--- src/rtl/cw_pkg.sv ---
// Shared codeword types and framing FSM encoding for the cx_deserializer slice.
package cw_pkg;
  localparam int CW_W   = 12;
  localparam int DATA_W = 7;

  typedef logic [CW_W-1:0] codeword_t;

  typedef enum logic {
    HUNT,
    ASSEMBLE
  } cx_state_t;
endpackage

--- src/rtl/cw_fifo.sv ---
// Synchronous FIFO for completed codewords; DEPTH must be a power of two.
module cw_fifo
  import cw_pkg::*;
#(
  parameter int W     = CW_W,
  parameter int DEPTH = 2
) (
  input  logic         clk,
  input  logic         rst_n,
  input  logic         push,
  input  logic [W-1:0] din,
  input  logic         pop,
  output logic [W-1:0] dout,
  output logic         full,
  output logic         empty
);
  localparam int AW = $clog2(DEPTH);

  logic [W-1:0]  mem [DEPTH];
  logic [AW-1:0] wr_ptr;
  logic [AW-1:0] rd_ptr;
  logic [AW:0]   count;
  logic          do_push;
  logic          do_pop;

  assign empty   = (count == '0);
  assign full    = (count == (AW+1)'(DEPTH));
  assign do_pop  = pop && !empty;
  // A pop in the same cycle frees the slot, so a full FIFO still accepts the push.
  assign do_push = push && (!full || do_pop);
  assign dout    = mem[rd_ptr];

  always_ff @(posedge clk or negedge rst_n) begin
    if (!rst_n) begin
      for (int unsigned i = 0; i < DEPTH; i++) mem[i] <= '0;
      wr_ptr <= '0;
      rd_ptr <= '0;
      count  <= '0;
    end else begin
      if (do_push) begin
        mem[wr_ptr] <= din;
        wr_ptr      <= wr_ptr + 1'b1;
      end
      if (do_pop) rd_ptr <= rd_ptr + 1'b1;
      case ({do_push, do_pop})
        2'b10:   count <= count + 1'b1;
        2'b01:   count <= count - 1'b1;
        default: count <= count;
      endcase
    end
  end
endmodule

--- src/rtl/cx_deserializer.sv ---
// Serial-to-parallel codeword framer feeding the (12,7) decoder.
// Optional bit-error injection on pushed words when CX_ERR_INJECT_EN is defined.
module cx_deserializer
  import cw_pkg::*;
#(
  parameter int CW_W       = cw_pkg::CW_W,
  parameter int FIFO_DEPTH = 2,
  parameter int CNT_W      = 8
) (
  input  logic             clk,
  input  logic             rst_n,
  input  logic             sin,
  input  logic             sin_valid,
  input  logic             frame_start,
  output logic [CW_W-1:0]  cx_out,
  output logic             cx_valid,
  input  logic             cx_ready,
  output logic             overrun,
  output logic             sync_err,
`ifdef CX_ERR_INJECT_EN
  output logic [CNT_W-1:0] drop_cnt,
  input  logic             inj_en,
  input  logic [3:0]       inj_pos
`else
  output logic [CNT_W-1:0] drop_cnt
`endif
);
  localparam int BW = $clog2(CW_W);

  cx_state_t       state;
  cx_state_t       state_nxt;
  logic [BW-1:0]   bit_cnt;
  logic [CW_W-2:0] shreg;
  logic [CW_W-1:0] word;
  logic            capture;
  logic            restart;
  logic            slip;
  logic            complete;
  logic            fifo_full;
  logic            fifo_empty;
  logic            pop;
  logic            drop;

  always_ff @(posedge clk or negedge rst_n) begin
    if (!rst_n) state <= HUNT;
    else        state <= state_nxt;
  end

  always_comb begin
    state_nxt = state;
    if (state == HUNT && sin_valid && frame_start) state_nxt = ASSEMBLE;
  end

  always_comb begin
    capture  = 1'b0;
    restart  = 1'b0;
    slip     = 1'b0;
    complete = 1'b0;
    unique case (state)
      HUNT: begin
        capture = sin_valid && frame_start;
        restart = capture;
      end
      ASSEMBLE: begin
        capture  = sin_valid;
        slip     = sin_valid && frame_start && (bit_cnt != '0);
        restart  = slip;
        complete = sin_valid && !slip && (bit_cnt == BW'(CW_W-1));
      end
    endcase
  end

  always_ff @(posedge clk or negedge rst_n) begin
    if (!rst_n) begin
      bit_cnt <= '0;
      shreg   <= '0;
    end else if (capture) begin
      if (restart) begin
        shreg[0] <= sin;
        bit_cnt  <= BW'(1);
      end else if (complete) begin
        bit_cnt <= '0;
      end else begin
        shreg[bit_cnt] <= sin;
        bit_cnt        <= bit_cnt + 1'b1;
      end
    end
  end

  // The final bit goes straight into the pushed word rather than through shreg.
  always_comb begin
    word = {sin, shreg};
`ifdef CX_ERR_INJECT_EN
    if (inj_en && int'(inj_pos) < CW_W) word[inj_pos] = ~word[inj_pos];
`endif
  end

  assign cx_valid = !fifo_empty;
  assign pop      = cx_valid && cx_ready;
  assign drop     = complete && fifo_full && !pop;

  cw_fifo #(
    .W     (CW_W),
    .DEPTH (FIFO_DEPTH)
  ) u_fifo (
    .clk   (clk),
    .rst_n (rst_n),
    .push  (complete),
    .din   (word),
    .pop   (pop),
    .dout  (cx_out),
    .full  (fifo_full),
    .empty (fifo_empty)
  );

  always_ff @(posedge clk or negedge rst_n) begin
    if (!rst_n) begin
      overrun  <= 1'b0;
      sync_err <= 1'b0;
      drop_cnt <= '0;
    end else begin
      overrun  <= drop;
      sync_err <= slip;
      if (drop && drop_cnt != '1) drop_cnt <= drop_cnt + 1'b1;
    end
  end
endmodule

--- config.mk ---
export PLATFORM = sky130hd
export DESIGN_NAME = cx_deserializer
export DESIGN_NICKNAME = d
export VERILOG_FILES = /design/src/rtl/cw_pkg.sv /design/src/rtl/cw_fifo.sv /design/src/rtl/cx_deserializer.sv
export SDC_FILE = /design/constraint.sdc
export NUM_CORES = 1
export LEC_CHECK = 0
export BUFFER_PORTS_ARGS = -buffer_cell sky130_fd_sc_hd__buf_4
export CORE_MARGIN = 3
export CORE_UTILIZATION = 45
export CTS_CLUSTER_DIAMETER = 80
export DETAILED_ROUTE_END_ITERATION = 7
export SETUP_SLACK_MARGIN = 0.15
export SLEW_MARGIN = 20
export SYNTH_ARGS = -nofsm -noshare
export SYNTH_HDL_FRONTEND = slang
export SYNTH_SLANG_ARGS = --single-unit
export TNS_END_PERCENT = 30
--- constraint.sdc ---
create_clock -name clk -period 2.4 [get_ports clk]
set_input_delay 0.36 -clock clk [delete_from_list [all_inputs] [get_ports clk]]
set_output_delay 0.36 -clock clk [all_outputs]
set_load 0.02 [all_outputs]
==> results of run 1 <==
==> worst paths after layout <==
path | endpoint
max | shreg[7]
min | u_fifo.mem[17]
max reg2reg | shreg[7]
min reg2reg | u_fifo.mem[0]
max in group asynchronous | bit_cnt[3]
min in group clk | state
==> synth_stat cells, drive strengths merged (3+ instances only) <==
cell,n
a21oi,6
nor2,11
nor4,3
mux2,48
inv,6
xor2,6
nor3,5
nand4,5
o21ai,4
buf,6
dfrtp,54
nand3,9
nand2,12
ha,5
==> per-stage QoR <==
| stage | cell area [µm²] | cells | util | power, mW | setup slack (ps) |
|---|---|---|---|---|---|
| floorplan | 2560 | 203 | - | 1.58 | 491 |
| global placement | 2820 | 295 | 0.531 | 1.71 | 360 |
| global route | 2930 | 303 | 0.552 | 2.46 | 156 |
| detailed placement | 2820 | 295 | 0.531 | 1.74 | 260 |
| finish | 2930 | 303 | 0.552 | 2.30 | 257 |
| CTS | 2920 | 303 | 0.551 | 2.33 | 246 |
==> worst register-to-register path: stages, from the launching register on <==
cell and delay [ps]:
dfrtp_1 450, inv_1 110, ha_1 180, or3b_4 420
a21oi_4 320, and3_1 220, mux2_2 330
==> layout make-up <==
type                       count  share of cell area
clock buffer                   7              0.0261
clock inverter                 1              0.0103
inverter                       6             0.00770
multi-input combinational    136               0.390
sequential                    54               0.462
tap                           70              0.0299
timing repair buffer          29              0.0744
==> sequential cells by signal, summed over array words and instances (netlist names) <==
signal         cells
u_fifo.rd_ptr      1
u_fifo.count       2
drop_cnt           8
sync_err           1
overrun            1
shreg             11
bit_cnt            4
state              1
u_fifo.mem        24
u_fifo.wr_ptr      1
==> report_power, final <==
group,switching (mW),total [mW],internal [mW]
clock network,0.274,0.586,0.312
logic,0.231,0.484,0.253
registers,0.171,1.23,1.06
==> routing by layer <==
| metal | GRT usage | up-vias | share of wire |
|---|---|---|---|
| li1 | - | 784 | - |
| met1 | 0.201 | 805 | 0.44 |
| met2 | 0.267 | 29 | 0.51 |
| met3 | 0.0406 | 5 | 0.038 |
| met4 | 0.0355 | 0 | 0.010 |
| met5 | 0 | - | 0 |
==> what timing repair did <==
item | 4_1_cts | 5_1_grt
hold endpoints to repair | 0 | 0
gates resized for setup | 0 | 1
endpoints found under the setup margin | 0 | 11
==> cell families (layout without fill, tap and decap cells) <==
| family | after synthesis | count (layout) |
|---|---|---|
| DFF | 54 | 54 |
| AOI/OAI and AO/OA | 18 | 18 |
| buffers and inverters | 13 | 43 |
| adders and majority gates | 5 | 5 |
| and+or+nand+nor | 57 | 57 |
| xor gates and xnor gates | 7 | 7 |
| muxes | 49 | 49 |
==> impl_metrics.tcl, run 1 <==
set metrics [dict create \
    place_hpwl_um 3210 \
    grt_pass1_vias 1669 \
    synth-edff-count 0 \
    fillCellCount 449 \
    maxSlewHeadroom 0.552 \
    clockRootBuffer "clkbuf_8" \
    ys.flop_type "dfrtp_1" \
    powerDensity_mw_per_mm2 785 \
    maxSlewViolCount 0 \
    max_freq_mhz 467 \
    postSynthCellCount 203 \
    viasPerCell 5.36 \
    status "complete, no violations" \
    postSynthNetCount 214 \
    cp.depth 6 \
    synth_area_leader_cell "dfrtp_1" \
    hold_buffers 0 \
    synth_top_area_share 0.528 \
    overflow 0 \
    period_needed_ps 2140 \
    synth_mux_area_frac 0.215 \
    synth.cell_area_mm2 0.00256 \
    syn_to_final_growth_pct 14.3 \
    cts_buffer_depth 2 \
    rows 26 \
    synthTopCellsByArea "dfrtp_1 (53%), mux2_2 (18%), mux2_1 (2.6%), ha_1 (2.4%), xor2_1 (2.1%)" \
    antenna_found_initial 0 \
    crit_path_end_kind "flip-flop" \
    numCtsBuffers 5 \
    hold_ws_ps 95.7 \
    synth.avg_cell_area_um2 12.6 \
    rsz0062_at_grt "false" \
    seq_area_mm2 0.00135 \
    vias 1623 \
    portBuffers 28 \
    core_mm2 0.00530 \
    num_io_pins 29 \
    required_ps 2590 \
    tightest_slew_ps 671 \
    path_clk_slew_ps 80 \
    hold_path_class "primary input to asynchronous set/reset pin" \
    cpPeakStageDelay_ps 450 \
    cts.sinks 54 \
    final_cell_mix "dfrtp_1 (54), mux2_2 (42), buf_4 (29)" \
    startpoint_type "flip-flop" \
    synthAdderAreaFrac 0.0244 \
    cts_tree "built" \
    hold_violations 0 \
    power.leakage_nw 1.47 \
    yosysSeqAreaShare 0.528 \
    synth_xor_area_frac 0.0239 \
    ys_types 41 \
    finalSetupViolations 0 \
    final_common_cell "dfrtp_1" \
    drive_above_1_share 0.373 \
    grt_pass1_wl_um 7960 \
    fin_skew_ps 6.72 \
    grt.total_usage 0.157 \
    vdd_drop_max_mv 0.383 \
    multi_input_area_mm2 0.00114 \
    crit_chain "inv_1, ha_1, or3b_4, a21oi_4, and3_1, mux2_2" \
    first_iter_violations 59 \
    tns_ps 0 \
    synth-simple-area-share 0.133 \
    htreeDepth 2 \
    worstSkewPairLatency_ps 300 \
    die-area_mm2 0.00663 \
    path_class "flip-flop to flip-flop" \
    maxCapViolCount 0 \
    yosysWarnings 0 \
    async_flop_share 1.00 \
    start_util 0.483 \
    worstPathBufferInverterCount 1 \
    routed_wl_um 4500 \
    post_cts_buffers 0 \
    fp.dieH_um 81.4 \
    worst-r2r-cell-count 6 \
    grt_max_degree 55 \
    dr.pass1.iters 4 \
    crit_family "simple AND/OR/NAND/NOR gates" \
    cp_max_fo 12 \
    num_antenna_cells 0 \
    synth-compound-area-share 0.0479 \
    drc 0 \
    fp.dieW_um 81.4 \
    arrival_ps 2330 \
    layout.nets 243 \
    critPathSlowestCell "dfrtp_1" \
    detail-route-antenna-nets 0 \
    ff2ff_setup_slack_ps 260 \
    post-route-period-util 0.893 \
    gp_congestion 0.859 \
    synth_top_family_by_area "multiplexers" \
    wire_per_inst_um 14.8 \
    crit_path_start "bit_cnt[0]" \
    ys_seq_elements 54 \
    worstReg2RegStart "bit_cnt[0]" \
]
(Power assumes the default switching activity.)
==> inputs of run 2 (changes only) <==
--- a/config.mk
+++ b/config.mk
@@ -7,9 +7,10 @@
 export LEC_CHECK = 0
 export BUFFER_PORTS_ARGS = -buffer_cell sky130_fd_sc_hd__buf_4
 export CORE_MARGIN = 3
-export CORE_UTILIZATION = 45
+export CORE_UTILIZATION = 58
 export CTS_CLUSTER_DIAMETER = 80
 export DETAILED_ROUTE_END_ITERATION = 7
+export PLACE_DENSITY = 0.79
 export SETUP_SLACK_MARGIN = 0.15
 export SLEW_MARGIN = 20
 export SYNTH_ARGS = -nofsm -noshare
==> run 2 against run 1 <==
  * Cell count is 6.9% lower
  * Clock-buffer cell count is 1 lower
  * Non-clock buffer count stayed put
  * Critical path depth stayed put
  * Clock skew is 2.2 ps lower
  * Sequential cell count stayed put
  * First-iteration DRC count is 59% higher
  * Wire length is 2.2% higher
  * Worst hold slack worse by 16 ps
  * Sequential share of layout area is 0.82 points higher
  * Critical path type unchanged
  * Largest cell class unchanged
  * Highest routed layer unchanged
==> impl_metrics.tcl, run 2 (same netlist as run 1, synthesis figures left out) <==
set metrics [dict create \
    die-area_mm2 0.00525 \
    routed_wl_um 4590 \
    p_comb_frac 0.226 \
    arrival_ps 2370 \
    fin_skew_ps 4.56 \
    seqPwrFrac 0.558 \
    path_class "flip-flop to flip-flop" \
    htreeDepth 2 \
    fp.dieW_um 72.4 \
    tightest_slew_ps 657 \
    worstReg2RegStart "bit_cnt[0]" \
    grt.total_usage 0.200 \
    powerDensity_mw_per_mm2 766 \
    num_antenna_cells 0 \
    post-place-ws_ps 231 \
    cp_max_fo 12 \
    viasPerCell 5.85 \
    final_cell_mix "dfrtp_1 (54), mux2_2 (42), buf_4 (29)" \
    start_util 0.622 \
    maxCapViolCount 0 \
    hold_path_class "primary input to asynchronous set/reset pin" \
    required_ps 2590 \
    first_iter_violations 94 \
    critPathSlowestCell "dfrtp_1" \
    period_needed_ps 2180 \
    path_clk_slew_ps 90 \
    clockRootBuffer "clkbuf_8" \
    portBuffers 28 \
    timing.final.ws_setup_ps 220 \
    worst-r2r-cell-count 6 \
    regMostFlops "u_fifo.mem" \
    fin_area_mm2 0.00288 \
    reg.largest.list "u_fifo.mem x24, shreg x11, drop_cnt x8" \
    final_common_cell "dfrtp_1" \
    r2r_end "shreg[7]" \
    power.switching_mw 0.693 \
    fillCellCount 287 \
    vias 1651 \
    grt_pass1_wl_um 8160 \
    post_cts_buffers 0 \
    drc 0 \
    crit_path_end_kind "flip-flop" \
    rsz0062_at_grt "true" \
    power.leakage_nw 1.46 \
    rows 23 \
    wire_per_inst_um 16.3 \
    cts_tree "built" \
    finalSetupViolations 0 \
    maxSlewViolCount 0 \
    cts_buffer_depth 2 \
    crit_chain "inv_1, ha_1, or3b_4, a21oi_4, and3_1, mux2_2" \
    overflow 0 \
    clkPwrFrac 0.216 \
    max_freq_mhz 459 \
    worstSkewPairLatency_ps 300 \
    dr.pass1.iters 4 \
    detail-route-antenna-nets 0 \
    startpoint_type "flip-flop" \
    hold_violations 0 \
    tns_ps 0 \
    ff2ff_setup_slack_ps 220 \
    grt_max_degree 55 \
    switching_share 0.314 \
    cpPeakStageDelay_ps 460 \
    layout.nets 243 \
    post-route-period-util 0.909 \
    fp.dieH_um 72.4 \
    syn_to_final_growth_pct 12.3 \
    core_mm2 0.00412 \
    status "complete, no violations" \
    gp_congestion 0.830 \
    largest_reg_flops 24 \
    vdd_drop_max_mv 0.435 \
    numCtsBuffers 5 \
    place_area_mm2 0.00279 \
    cts.sinks 54 \
    grt_pass1_vias 1693 \
    num_io_pins 29 \
    drive_above_1_share 0.375 \
    p_int_mw 1.51 \
    maxSlewHeadroom 0.562 \
    place_hpwl_um 3340 \
    antenna_found_initial 0 \
]
==> run 2: power groups by stage <==
stage               Sequential [mW]  Clock, mW  Combinational [mW]
global placement               1.23          0               0.466
global route                   1.26      0.541               0.548
floorplan                      1.17          0               0.408
detailed placement             1.25          0               0.497
CTS                            1.23      0.488               0.501
finish                         1.23      0.475               0.498
==> run 2: area by class of cell <==
type | count | area [µm²] | share of cell area
Timing Repair Buffer | 29 | 218 | 0.0757
Clock inverter | 1 | 7.51 | 0.00261
Clock buffer | 6 | 72.6 | 0.0252
Sequential cell | 54 | 1350 | 0.470
Multi-Input combinational cell | 136 | 1140 | 0.397
Inverter | 6 | 22.5 | 0.00783
Tap cell | 50 | 62.6 | 0.0218
==> run 2: timing repair <==
| action | CTS | global route |
|---|---|---|
| endpoints found under the setup margin | 0 | 15 |
| hold endpoints to repair | 0 | 0 |
| resized for setup | 0 | 1 |
| hold buffers | 0 | 0 |
==> run 2: stage by stage <==
step	utilization	hold slack (ps)	total power, mW	instances
after floorplan	-	64.4	1.58	203
after global placement	0.679	423	1.70	275
after detailed placement	0.679	437	1.75	275
after global routing	0.699	122	2.35	282
after CTS	0.698	109	2.22	282
final	0.699	79.9	2.20	282
==> run 2: worst max path at each step <==
stage                from              to  slack [ps]
2_1_floorplan  bit_cnt[0]       shreg[10]         490
3_3_place_gp   bit_cnt[0]        shreg[7]         370
3_5_place_dp   bit_cnt[0]       shreg[10]         230
4_1_cts        bit_cnt[0]  u_fifo.mem[10]         220
5_1_grt        bit_cnt[0]       shreg[10]         110
6_report       bit_cnt[0]        shreg[7]         220
==> run 2: critical path, delay by kind of cell (launching register included) <==
family          cells  cell delay [ps]
compound gates      1              330
fa+ha+maj           1              200
buf+inv             1              120
flops               1              460
mux                 1              330
simple gates        2              630
==> run 2: routing by layer <==
layer  up-vias  part of all wire  GRT usage
met1       820              0.43      0.259
li1        784                 -          -
met4         0             0.010     0.0635
met5         -                 0          0
met2        40              0.52      0.335
met3         7             0.038     0.0457
